File: src/rtl/ir_receiver.sv
// NEC infrared frame decoder: measures mark/space widths in nec_clk ticks and
// publishes the last 32-bit frame whose address and command bytes pass their complement check.
module ir_receiver #(
    parameter int unsigned LEAD_MIN  = 128,
    parameter int unsigned LEAD_MAX  = 192,
    parameter int unsigned SPACE_MIN = 64,
    parameter int unsigned SPACE_MAX = 96,
    parameter int unsigned UNIT_MIN  = 5,
    parameter int unsigned UNIT_MAX  = 15,
    parameter int unsigned ONE_MIN   = 20,
    parameter int unsigned ONE_MAX   = 40
) (
    input  logic        nec_clk,
    input  logic        reset_n,
    input  logic        ir_signal,
    output logic [31:0] word
);

    localparam logic [2:0] IDLE       = 3'd0;
    localparam logic [2:0] LEAD_MARK  = 3'd1;
    localparam logic [2:0] LEAD_SPACE = 3'd2;
    localparam logic [2:0] BIT_MARK   = 3'd3;
    localparam logic [2:0] BIT_SPACE  = 3'd4;

    localparam logic [7:0] L_LEAD_MIN  = LEAD_MIN[7:0];
    localparam logic [7:0] L_LEAD_MAX  = LEAD_MAX[7:0];
    localparam logic [7:0] L_SPACE_MIN = SPACE_MIN[7:0];
    localparam logic [7:0] L_SPACE_MAX = SPACE_MAX[7:0];
    localparam logic [7:0] L_UNIT_MIN  = UNIT_MIN[7:0];
    localparam logic [7:0] L_UNIT_MAX  = UNIT_MAX[7:0];
    localparam logic [7:0] L_ONE_MIN   = ONE_MIN[7:0];
    localparam logic [7:0] L_ONE_MAX   = ONE_MAX[7:0];

    logic        r_sync1, r_sync2, r_prev;
    logic [7:0]  r_cnt;
    logic [2:0]  r_state, w_state_nxt;
    logic [31:0] r_sr, w_sr_nxt;
    logic [5:0]  r_bits, w_bits_nxt;
    logic [31:0] r_word, w_word_nxt;
    logic        w_fall, w_rise, w_sat;

    function automatic logic in_range(input logic [7:0] v, input logic [7:0] lo,
                                      input logic [7:0] hi);
        return (v >= lo) && (v <= hi);
    endfunction

    assign w_fall = r_prev & ~r_sync2;
    assign w_rise = ~r_prev & r_sync2;
    assign w_sat  = (r_cnt == 8'hFF);
    assign word   = r_word;

    always_ff @(posedge nec_clk or negedge reset_n) begin
        if (!reset_n) begin
            r_sync1 <= 1'b1;
            r_sync2 <= 1'b1;
            r_prev  <= 1'b1;
            r_cnt   <= 8'd0;
            r_state <= IDLE;
            r_sr    <= 32'd0;
            r_bits  <= 6'd0;
            r_word  <= 32'd0;
        end else begin
            r_sync1 <= ir_signal;
            r_sync2 <= r_sync1;
            r_prev  <= r_sync2;
            if (w_fall || w_rise) begin
                r_cnt <= 8'd0;
            end else if (!w_sat) begin
                r_cnt <= r_cnt + 8'd1;
            end
            r_state <= w_state_nxt;
            r_sr    <= w_sr_nxt;
            r_bits  <= w_bits_nxt;
            r_word  <= w_word_nxt;
        end
    end

    // r_cnt holds the width of the level that just ended while an edge is flagged.
    always_comb begin
        w_state_nxt = r_state;
        w_sr_nxt    = r_sr;
        w_bits_nxt  = r_bits;
        w_word_nxt  = r_word;
        case (r_state)
            IDLE: begin
                if (w_fall) w_state_nxt = LEAD_MARK;
            end
            LEAD_MARK: begin
                if (w_rise) begin
                    w_state_nxt = in_range(r_cnt, L_LEAD_MIN, L_LEAD_MAX) ? LEAD_SPACE : IDLE;
                end else if (w_sat) begin
                    w_state_nxt = IDLE;
                end
            end
            LEAD_SPACE: begin
                if (w_fall) begin
                    if (in_range(r_cnt, L_SPACE_MIN, L_SPACE_MAX)) begin
                        w_state_nxt = BIT_MARK;
                        w_sr_nxt    = 32'd0;
                        w_bits_nxt  = 6'd0;
                    end else begin
                        w_state_nxt = IDLE;
                    end
                end else if (w_sat) begin
                    w_state_nxt = IDLE;
                end
            end
            BIT_MARK: begin
                if (w_rise) begin
                    if (!in_range(r_cnt, L_UNIT_MIN, L_UNIT_MAX)) begin
                        w_state_nxt = IDLE;
                    end else if (r_bits == 6'd32) begin
                        // Stop mark: accept only if both bytes match their complements.
                        if ((r_sr[31:24] == ~r_sr[23:16]) && (r_sr[15:8] == ~r_sr[7:0])) begin
                            w_word_nxt = r_sr;
                        end
                        w_state_nxt = IDLE;
                    end else begin
                        w_state_nxt = BIT_SPACE;
                    end
                end else if (w_sat) begin
                    w_state_nxt = IDLE;
                end
            end
            BIT_SPACE: begin
                if (w_fall) begin
                    if (in_range(r_cnt, L_UNIT_MIN, L_UNIT_MAX)) begin
                        w_sr_nxt    = {r_sr[30:0], 1'b0};
                        w_bits_nxt  = r_bits + 6'd1;
                        w_state_nxt = BIT_MARK;
                    end else if (in_range(r_cnt, L_ONE_MIN, L_ONE_MAX)) begin
                        w_sr_nxt    = {r_sr[30:0], 1'b1};
                        w_bits_nxt  = r_bits + 6'd1;
                        w_state_nxt = BIT_MARK;
                    end else begin
                        w_state_nxt = IDLE;
                    end
                end else if (w_sat) begin
                    w_state_nxt = IDLE;
                end
            end
            default: w_state_nxt = IDLE;
        endcase
    end

endmodule

File: config.mk
export PLATFORM = sky130hd
export DESIGN_NAME = ir_receiver
export DESIGN_NICKNAME = d
export VERILOG_FILES = /design/src/rtl/ir_receiver.sv
export SDC_FILE = /design/constraint.sdc
export NUM_CORES = 1
export LEC_CHECK = 0
export CAP_MARGIN = 40
export CORE_MARGIN = 3
export CORE_UTILIZATION = 40
export CTS_BUF_LIST = sky130_fd_sc_hd__clkbuf_2 sky130_fd_sc_hd__clkbuf_4 sky130_fd_sc_hd__clkbuf_8
export CTS_CLUSTER_SIZE = 30
export DETAILED_ROUTE_END_ITERATION = 12
export GPL_TIMING_DRIVEN = 0
export MAX_ROUTING_LAYER = met4
export PLACE_DENSITY = 0.7
export SYNTH_ARGS = -nofsm -noshare
export SYNTH_HDL_FRONTEND = slang
export SYNTH_SLANG_ARGS = --single-unit
File: constraint.sdc
create_clock -name nec_clk -period 2.75 [get_ports nec_clk]
set_input_delay 0.275 -clock nec_clk [delete_from_list [all_inputs] [get_ports nec_clk]]
set_output_delay 0.275 -clock nec_clk [all_outputs]
set_load 0.01 [all_outputs]
==> qor.txt <==
Status = finished, final reports clean
Final Hold Fails = 0
Worst-Margin Slew = 0.6054 ns
Max-slew violation total from the final report = 0
Static Leak = 2.033 nW
Chip width = 103.2 um
Hold Crit Depth = 1
Clock Latency Late Sink = 0.35 ns
RD Place Congestion = 0.8702
Final WL = 7.356 mm
Ports = 35
Primary FF master, synth = dfrtp_1
Total Power = 0.002277 W
Data required, critical path = 2.99 ns
Post-CTS setup repair buffer count = 0
Synth Area in Simple Gates = 0.1045
RSZ-0062 raised after global routing = false
DP Wirelength = 5.148 mm
CTS tree = yes
Routed WL per cell = 15.85 um
Synthesis Warnings = 0
Synthesized area per cell = 12.44 um2
# nets final = 361
Site Rows = 34
Slew HR = 0.5860
Post-synthesis adder-cell area fraction = 0.02316
CTS buffer count = 9
Max FO, Critical Path = 10
Final period util = 0.9209
Largest family of logic cells by synthesized area = compound AO/OA/AOI/OAI gates
Asr flop ratio synth = 1.000
Most common cell in the netlist = dfrtp_1
Starting Density = 0.4234
Final TNS setup = 0 ns
Share of the synthesized area in the top cell type = 0.5359
Top post-synthesis cells by count = 81 x dfrtp_1, 33 x a22o_1, 33 x mux2_2
Vias = 2558
Worst setup SP type = register
Post-synth EDFFs = 0
Setup violations, final = 0
DRT antenna net count = 0
Vias per cell = 5.513
Final Skew = 0.008157 ns
Worst-case hold slack = 0.3271 ns
Worst Setup End Kind = register
Inserted Diodes = 0
Synth area leader = dfrtp_1
Area grow syn2layout = 18.82%
Full die area = 10660 um2
DRT iter0 DRCs = 86
Mux contribution to synthesized area = 0.1009
Max-Cap Viols = 0
Final Critical Period = 2.533 ns
GRT Util Overall = 0.1559
Post-Syn Instances = 304
Critical path class = reg2reg
Worst R2R Path Depth = 8
Pin count of the biggest net entering global routing = 48
Buffers added on ports = 34
Net Count, Synth = 314
Grt ovf = 0
CTS max path bufs = 2
Max VDD drop = 321.3 uV
F_max = 0.3949 GHz
Clock sinks = 84
First-pass GRT wire length = 12.67 mm
Layout cells sized above 1 = 0.2079
Htree depth = 3
Vias in the first global route = 2604
CORE AREA = 8934 um2
Post-synthesis compound-gate area fraction = 0.1330
Residual DRC count = 0
Mapped cell area = 3782 um2
Initial antenna violation count = 0
Arr. time, crit path = 2.77 ns
Hold/Removal Path Class = in2reg
Synth top area cells = dfrtp_1 54%, mux2_2 9.8%, a22o_1 7.6%
CTS clock-pin slew for the worst setup and hold paths = 0.09 ns
#FFs+latches synth = 84
Power Dens Cells = 506.7 nW/um2
Yosys cell types = 46
1st-pass router iterations = 4
Register-to-register setup slack = 0.22 ns
Height of the chip = 103.2 um
Sequential area share after synthesis = 0.5567
Xor and xnor area share after synthesis = 0.04168
Root buf cell = clkbuf_8
[routing by layer]
layer	up-vias	global-route usage	wire length [um]
met5	-	-	0
met4	0	0.05279	121
met3	12	0.03622	193
met2	47	0.2240	3381
met1	1287	0.2184	3661
li1	1212	-	-
[timing repair]
| item | in CTS | in global routing |
|---|---|---|
| endpoints found under the hold margin | 43 | 0 |
| hold buffers | 1 | 0 |
| resized for setup | 0 | 0 |
[registers in the layout, summed over array words and instances (netlist names)]
| name | cells |
|---|---|
| r_cnt | 8 |
| r_sr | 32 |
| r_sync2 | 1 |
| r_prev | 1 |
| r_state | 3 |
| word | 32 |
| r_bits | 6 |
| r_sync1 | 1 |
[area by class of cell]
type                    instances  area, um2
repair buffers                 36      367.9
fillers                       789       4439
clock inverters                 7      85.08
well taps                     108      135.1
flip-flops and latches         84       2106
clock buffers                   9      123.9
multi-input cells             195       1525
inverters                       8      30.03
plain buffers                  17      121.4
[report_power, final]
part | total (W) | internal [W] | switching (W) | leakage [nW]
Combinational | 0.0000977 | 0.0000324 | 0.0000653 | 0.774
Clock | 0.000917 | 0.000435 | 0.000482 | 0.0995
Sequential | 0.00126 | 0.00125 | 0.0000145 | 1.16
Total | 0.00228 | 0.00172 | 0.000562 | 2.03
[critical path: stages (launching register included)]
cell and delay (ns):
dfrtp_1 0.45, inv_1 0.13, ha_1 0.16, nor2_1 0.05, a2111o_1 0.46, or2_1 0.30, nor3_4 0.33, buf_6 0.21
mux2_2 0.34
[path summary, 6_finish.rpt]
kind / start / end
worst max register to register: r_cnt[1] / word[29]
worst min-delay path: ir_signal / r_sync1
worst max-delay path: r_cnt[1] / word[29]
min in group asynchronous: reset_n / r_cnt[2]
max in group asynchronous: reset_n / word[22]
worst min register to register: r_sync1 / r_sync2
[kinds of logic after synthesis]
kind of cell    count (synthesis)
flops                          84
simple gates                   72
compound gates                 64
mux                            34
buf+inv                        25
xor+xnor                       18
fa+ha+maj                       7
[stage by stage]
step           utilization  instance area [um2]  std cells  setup WS [ns]
2_1_floorplan            -                 3782        304         0.4522
3_3_place_gp        0.4766                 4258        446         -1.549
3_5_place_dp        0.4786                 4275        447         0.1964
4_1_cts             0.5031                 4494        464         0.1841
5_1_grt             0.5031                 4494        464        0.05375
6_report            0.5031                 4494        464         0.2175
[placed cells by master, fill, tap and decap left out, types with 5 or more instances in the layout]
cell / synthesis / layout
nor4_1: 6 / 6
a22o_1: 33 / 33
mux2_2: 33 / 33
buf_6: 5 / 5
buf_4: 4 / 5
a31oi_1: 6 / 6
o21ai_0: 6 / 6
nor2_1: 12 / 12
dfrtp_1: 81 / 81
nand2_1: 15 / 15
ha_1: 7 / 7
clkdlybuf4s50_1: 0 / 33
inv_1: 8 / 8
nand4_1: 5 / 5
xnor2_1: 17 / 17
clkbuf_8: 0 / 9
nand3_1: 8 / 8
Power figures use the tool's default switching activity.
